===== config.mk =====
export PLATFORM = sky130hd
export DESIGN_NAME = mux_select_sequencer
export DESIGN_NICKNAME = d
export VERILOG_FILES = /design/src/rtl/mux_select_sequencer.sv
export SDC_FILE = /design/constraint.sdc
export NUM_CORES = 1
export LEC_CHECK = 0
export BUFFER_PORTS_ARGS = -buffer_cell sky130_fd_sc_hd__buf_2
export CORE_AREA = 2 2 41 43
export CTS_BUF_LIST = sky130_fd_sc_hd__clkbuf_4 sky130_fd_sc_hd__clkbuf_8 sky130_fd_sc_hd__clkbuf_16
export DETAILED_ROUTE_END_ITERATION = 12
export DIE_AREA = 0 0 43 45
export PLACE_DENSITY = 0.75
export SYNTH_ARGS = -nofsm -noshare
export SYNTH_HDL_FRONTEND = slang
export SYNTH_SLANG_ARGS = --single-unit

===== constraint.sdc =====
create_clock -name clk -period 4.45 [get_ports clk]
set_input_delay 0.445 -clock clk [delete_from_list [all_inputs] [get_ports clk]]
set_output_delay 0.445 -clock clk [all_outputs]
set_load 0.005 [all_outputs]

===== src/rtl/mux_select_sequencer.sv =====
// Channel-select sequencer: scans NUM_CH channels with a settle cycle and a
// DWELL-cycle valid window per channel, or follows a manually requested
// channel. All outputs come straight from flops.
module mux_select_sequencer #(
  parameter int unsigned NUM_CH = 2,
  parameter int unsigned DWELL  = 8
) (
  input  logic       clk,
  input  logic       rst,
  input  logic       start,
  input  logic       stop,
  input  logic       hold,
  input  logic       manual_en,
  input  logic [1:0] manual_sel,
  output logic [1:0] sel,
  output logic       sel_valid,
  output logic       ch_start,
  output logic       frame_done,
  output logic       busy
);

  localparam int unsigned SEL_W = 2;
  localparam int unsigned CNT_W = (DWELL > 1) ? $clog2(DWELL) : 1;
  localparam logic [SEL_W-1:0] LAST_SEL = SEL_W'(NUM_CH - 1);
  localparam logic [CNT_W-1:0] LAST_CNT = CNT_W'(DWELL - 1);

  typedef enum logic [1:0] {
    ST_IDLE,
    ST_SETTLE,
    ST_DWELL,
    ST_MANUAL
  } state_e;

  state_e           state_q, state_d;
  logic [SEL_W-1:0] sel_q, sel_d;
  logic [CNT_W-1:0] cnt_q, cnt_d;
  logic             stop_pend_q, stop_pend_d;
  logic             hold_q;
  logic             sel_valid_q, sel_valid_d;
  logic             ch_start_q, ch_start_d;
  logic             frame_done_q, frame_done_d;
  logic             busy_q, busy_d;
  logic [SEL_W-1:0] man_sel_c;

  // Manual request clamped to the highest implemented channel
  assign man_sel_c = (manual_sel > LAST_SEL) ? LAST_SEL : manual_sel;

  // Next-state, counter and registered-output decode
  always_comb begin
    state_d      = state_q;
    sel_d        = sel_q;
    cnt_d        = cnt_q;
    stop_pend_d  = stop_pend_q | (stop & (state_q != ST_IDLE));
    sel_valid_d  = 1'b0;
    ch_start_d   = 1'b0;
    frame_done_d = 1'b0;

    unique case (state_q)
      ST_IDLE: begin
        if (manual_en) begin
          state_d     = ST_MANUAL;
          sel_d       = man_sel_c;
          sel_valid_d = (man_sel_c == sel_q);
        end else if (start) begin
          state_d     = ST_SETTLE;
          sel_d       = '0;
          cnt_d       = '0;
          stop_pend_d = stop;
        end
      end
      ST_SETTLE: begin
        state_d     = ST_DWELL;
        cnt_d       = '0;
        sel_valid_d = 1'b1;
        ch_start_d  = 1'b1;
      end
      ST_DWELL: begin
        // hold acts through hold_q so the final cycle is known one edge early
        if ((cnt_q == LAST_CNT) && !hold_q) begin
          cnt_d = '0;
          if (sel_q != LAST_SEL) begin
            state_d = ST_SETTLE;
            sel_d   = sel_q + SEL_W'(1);
          end else if (stop_pend_q || stop) begin
            state_d = ST_IDLE;
          end else begin
            state_d = ST_SETTLE;
            sel_d   = '0;
          end
        end else begin
          sel_valid_d = 1'b1;
          if (!hold_q) begin
            cnt_d = cnt_q + CNT_W'(1);
          end
        end
      end
      ST_MANUAL: begin
        if (!manual_en) begin
          state_d = ST_IDLE;
        end else begin
          sel_d       = man_sel_c;
          sel_valid_d = (man_sel_c == sel_q);
        end
      end
      default: state_d = ST_IDLE;
    endcase

    // Pulse in the cycle that will be the unfrozen last cycle of the frame
    frame_done_d = (state_d == ST_DWELL) && (sel_d == LAST_SEL) &&
                   (cnt_d == LAST_CNT) && !hold;

    if (state_d == ST_IDLE) begin
      stop_pend_d = 1'b0;
    end
  end

  assign busy_d = (state_d != ST_IDLE);

  // State and output registers with synchronous reset
  always_ff @(posedge clk) begin
    if (rst) begin
      state_q      <= ST_IDLE;
      sel_q        <= '0;
      cnt_q        <= '0;
      stop_pend_q  <= 1'b0;
      hold_q       <= 1'b0;
      sel_valid_q  <= 1'b0;
      ch_start_q   <= 1'b0;
      frame_done_q <= 1'b0;
      busy_q       <= 1'b0;
    end else begin
      state_q      <= state_d;
      sel_q        <= sel_d;
      cnt_q        <= cnt_d;
      stop_pend_q  <= stop_pend_d;
      hold_q       <= hold;
      sel_valid_q  <= sel_valid_d;
      ch_start_q   <= ch_start_d;
      frame_done_q <= frame_done_d;
      busy_q       <= busy_d;
    end
  end

  assign sel        = sel_q;
  assign sel_valid  = sel_valid_q;
  assign ch_start   = ch_start_q;
  assign frame_done = frame_done_q;
  assign busy       = busy_q;

endmodule


==> key figures <==
Synthesis
  – Area contributors post-synth: dfxtp_1 (34%), ha_1 (9.8%), nor2_1 (5.9%)
  – Post-synthesis sequential area ratio: between 30% and 40%
  – Net count after synthesis: 97
  – Post-synthesis cell count: 83
  – Count of state elements after synthesis: 13
  – Yosys cell types: 33
  – Syn_area_per_cell: 9.27 um^2
  – Ys Warns: 0
  – Synth Cell Area: 769 um^2
  – Number of synthesized flops with an enable pin: 0
  – Post-synth top area cell: dfxtp_1
  – Commonest register cell after synthesis: dfxtp_1
  – Post-synth ARST share: 0%
  – Synth top area share: 33.8%

Run status
  – Outcome: finished clean

Pwr
  – Total power: between 0.5 and 0.6 mW
  – Static leakage power: about 0.39 nW
  – Pwr dens: 577 nW/um^2
  – Peak supply drop: 0.306 mV

Hold path
  – WHS Path Cells: 2
  – Worst Hold Class: in2reg
  – Min-delay src: hold
  – Worst Hold Endpoint: hold_q$_SDFF_PP0_

Timing
  – Fin. max-slew vios: 0
  – Final Setup Violations: 0
  – Clock skew: 0.00166 ns
  – WHS: ~0.43 ns
  – Fin Setup TNS: 0 ns
  – Fin crit share: between 40% and 50%
  – Fmax: around 0.53 GHz
  – Worst Tran Pin Value: between 0.3 and 0.4 ns
  – Post-layout min period: 1.89 ns
  – Hold Vio Cnt, Final: 0
  – Slew HR: 74.9%
  – RSZ-0062 raised after global routing: false

GRT
  – First-pass GRT wire length: about 2700 um
  – Gr usage total: 19.3%
  – Initial antenna violation count: 0
  – GRT overflow: 0
  – Largest net degree at the start of global routing: 12
  – Vias in the first global route: 581

Worst setup path
  – Critical Path Sink Type: flop
  – Worst Path Buf+Inv: 0
  – Capture point of the worst reg-to-reg path: frame_done$_SDFF_PP0_
  – Worst EP arrival: 2.13 ns
  – Crit path max-delay cell type: dfxtp_1
  – CP most frequent cell: ha_1
  – Critical R2R Launch: cnt_q[0]$_SDFF_PP0_
  – Max stage delay on crit path: 0.35 ns
  – Flop2flop setup slack: ~2.6 ns
  – Worst Path Required: around 4.7 ns
  – CP max FO: 4
  – Worst setup path class: reg2reg
  – Delay-heaviest family, CP: simple AND/OR/NAND/NOR gates
  – Startpoint Class: flop
  – Worst R2R Path Depth: 7
  – Worst path cell trace: ha_1 > ha_1 > nor2b_2 > a21oi_1 > a2bb2oi_1 > nor2_1 > and4b_1

Run
  – Max-Cap Viols: 0

Final layout
  – Storage element area: 260 um^2
  – Post-Layout Cell Count: 114
  – Multi-input logic area: 475 um^2
  – FILL cells: about 130
  – Share of cells above drive strength 1: around a quarter
  – Fin nets: between 100 and 150
  – Inserted Diodes: 0
  – Area grow syn2layout: 13.0%
  – Finished Core Util: 59.1%

CTS
  – Postcts setup bufs: 0
  – Root buf cell: clkbuf_4
  – CTS tree: done
  – Skew-Pair Late Insertion Delay: between 0.2 and 0.3 ns
  – Sinks on Clock Net: 13
  – Longest Clk Path Bufs: 2
  – Worst-path clk slew: 0.08 ns
  – H-Tree Depth: 1
  – Num CTS Buffers: 3
  – Hold_buf cts: 0
  – Post-CTS sizing: 0

Die
  – Die width: 43 um
  – Full die area: a little under 2000 um^2
  – FP Rows: 14
  – Core Box Area: ~1500 um^2
  – Initial Util: 52.3%
  – Top-Level Pins: 14
  – Die Y: 45 um

Route
  – Routed WL: 1630 um
  – Initial DRT Pass Iterations: 6
  – Via count: 660
  – WL/cell: ~14 um
  – Initial DRC count: 13
  – Routed Antenna Nets: 0
  – Residual DRC: 0
  – Vias per cell: just under 6

Place
  – DPL Wire Length: 1170 um
  – Placed insts: 110
  – Final GP Congestion: 0.888
  – Port-buffer cells: 13
## layout make-up
type	instances	share of cell area (%)
Inverter	5	2.16
Multi-Input combinational cell	63	54.7
Timing Repair Buffer	13	7.48
Clock buffer	4	3.45
Sequential cell	13	29.9
Tap cell	16	2.30
## cell usage in the layout, fill, tap and decap left out
master | netlist | final
nand3_1 | 1 | 1
a22oi_1 | 2 | 2
buf_2 | 0 | 13
o31ai_2 | 1 | 1
nor4b_4 | 1 | 1
nor2b_2 | 1 | 1
a21o_1 | 1 | 1
o311ai_4 | 1 | 1
and4b_1 | 1 | 1
clkbuf_4 | 0 | 4
inv_1 | 5 | 5
nor2_1 | 12 | 12
nand2_1 | 3 | 3
and3_1 | 1 | 1
ha_1 | 6 | 6
nand2b_4 | 1 | 1
xor2_1 | 1 | 1
nor2b_1 | 3 | 3
o21ai_0 | 3 | 3
a21o_2 | 1 | 1
a2111oi_2 | 1 | 1
o211ai_1 | 2 | 2
o311a_1 | 1 | 1
dfxtp_1 | 13 | 13
nor3b_1 | 1 | 1
a22o_2 | 1 | 1
o2bb2ai_1 | 1 | 1
a2bb2oi_1 | 2 | 2
a21oi_1 | 5 | 5
nor3_1 | 5 | 5
o21bai_1 | 1 | 1
nand2b_1 | 2 | 2
a221o_1 | 1 | 1
## power breakdown
part           total [mW]  switching (mW)  internal (mW)
combinational       0.248           0.138          0.110
clock              0.0835          0.0425         0.0410
sequential          0.171          0.0250          0.146
total               0.502           0.206          0.296
## layer usage
layer,track usage (%),vias to the layer above,routed length (um)
li1,-,329,-
met1,26.6,305,819
met2,29.4,21,696
met3,4.80,5,81
met4,7.27,0,29
met5,0,-,0
## logic make-up after synthesis
kind of cell,share of synthesized area (%)
and+or+nand+nor,24.4
AOI/OAI and AO/OA,26.5
DFF,33.8
buffers and inverters,4.39
adders and majority gates,9.76
xor gates and xnor gates,1.14
## synthesized netlist by cell type, types with 2 or more instances
master     number
a22oi_1         2
a2bb2oi_1       2
nor2_1         12
o21ai_0         3
o211ai_1        2
inv_1           5
nor2b_1         3
ha_1            6
nand2_1         3
nand2b_1        2
dfxtp_1        13
a21oi_1         5
nor3_1          5
## per-stage QoR
stage                     setup slack [ns]  area [um^2]
after global placement                2.62          840
after CTS                             2.58          870
final                                 2.56          870
after detailed placement              2.61          840
after floorplan                       2.81          769
after global routing                  2.42          870
## flip-flops by register name, indices dropped and copies added (netlist names)
register and count:
frame_done 1, cnt_q 3, ch_start 1, sel_valid 1, hold_q 1, busy 1, stop_pend_q 1, sel 2
state_q 2
## how the worst max path moves through the flow
stage                     slack, ns  cells past startpoint                start                     to
after floorplan                2.81                      7  cnt_q[0]$_SDFF_PP0_  frame_done$_SDFF_PP0_
after global placement         2.62                      7  cnt_q[0]$_SDFF_PP0_  frame_done$_SDFF_PP0_
after detailed placement       2.61                      7  cnt_q[0]$_SDFF_PP0_  frame_done$_SDFF_PP0_
after CTS                      2.58                      7  cnt_q[0]$_SDFF_PP0_  frame_done$_SDFF_PP0_
after global routing           2.42                      7  cnt_q[0]$_SDFF_PP0_  frame_done$_SDFF_PP0_
final                          2.56                      7  cnt_q[0]$_SDFF_PP0_  frame_done$_SDFF_PP0_
(Power assumes the default switching activity.)
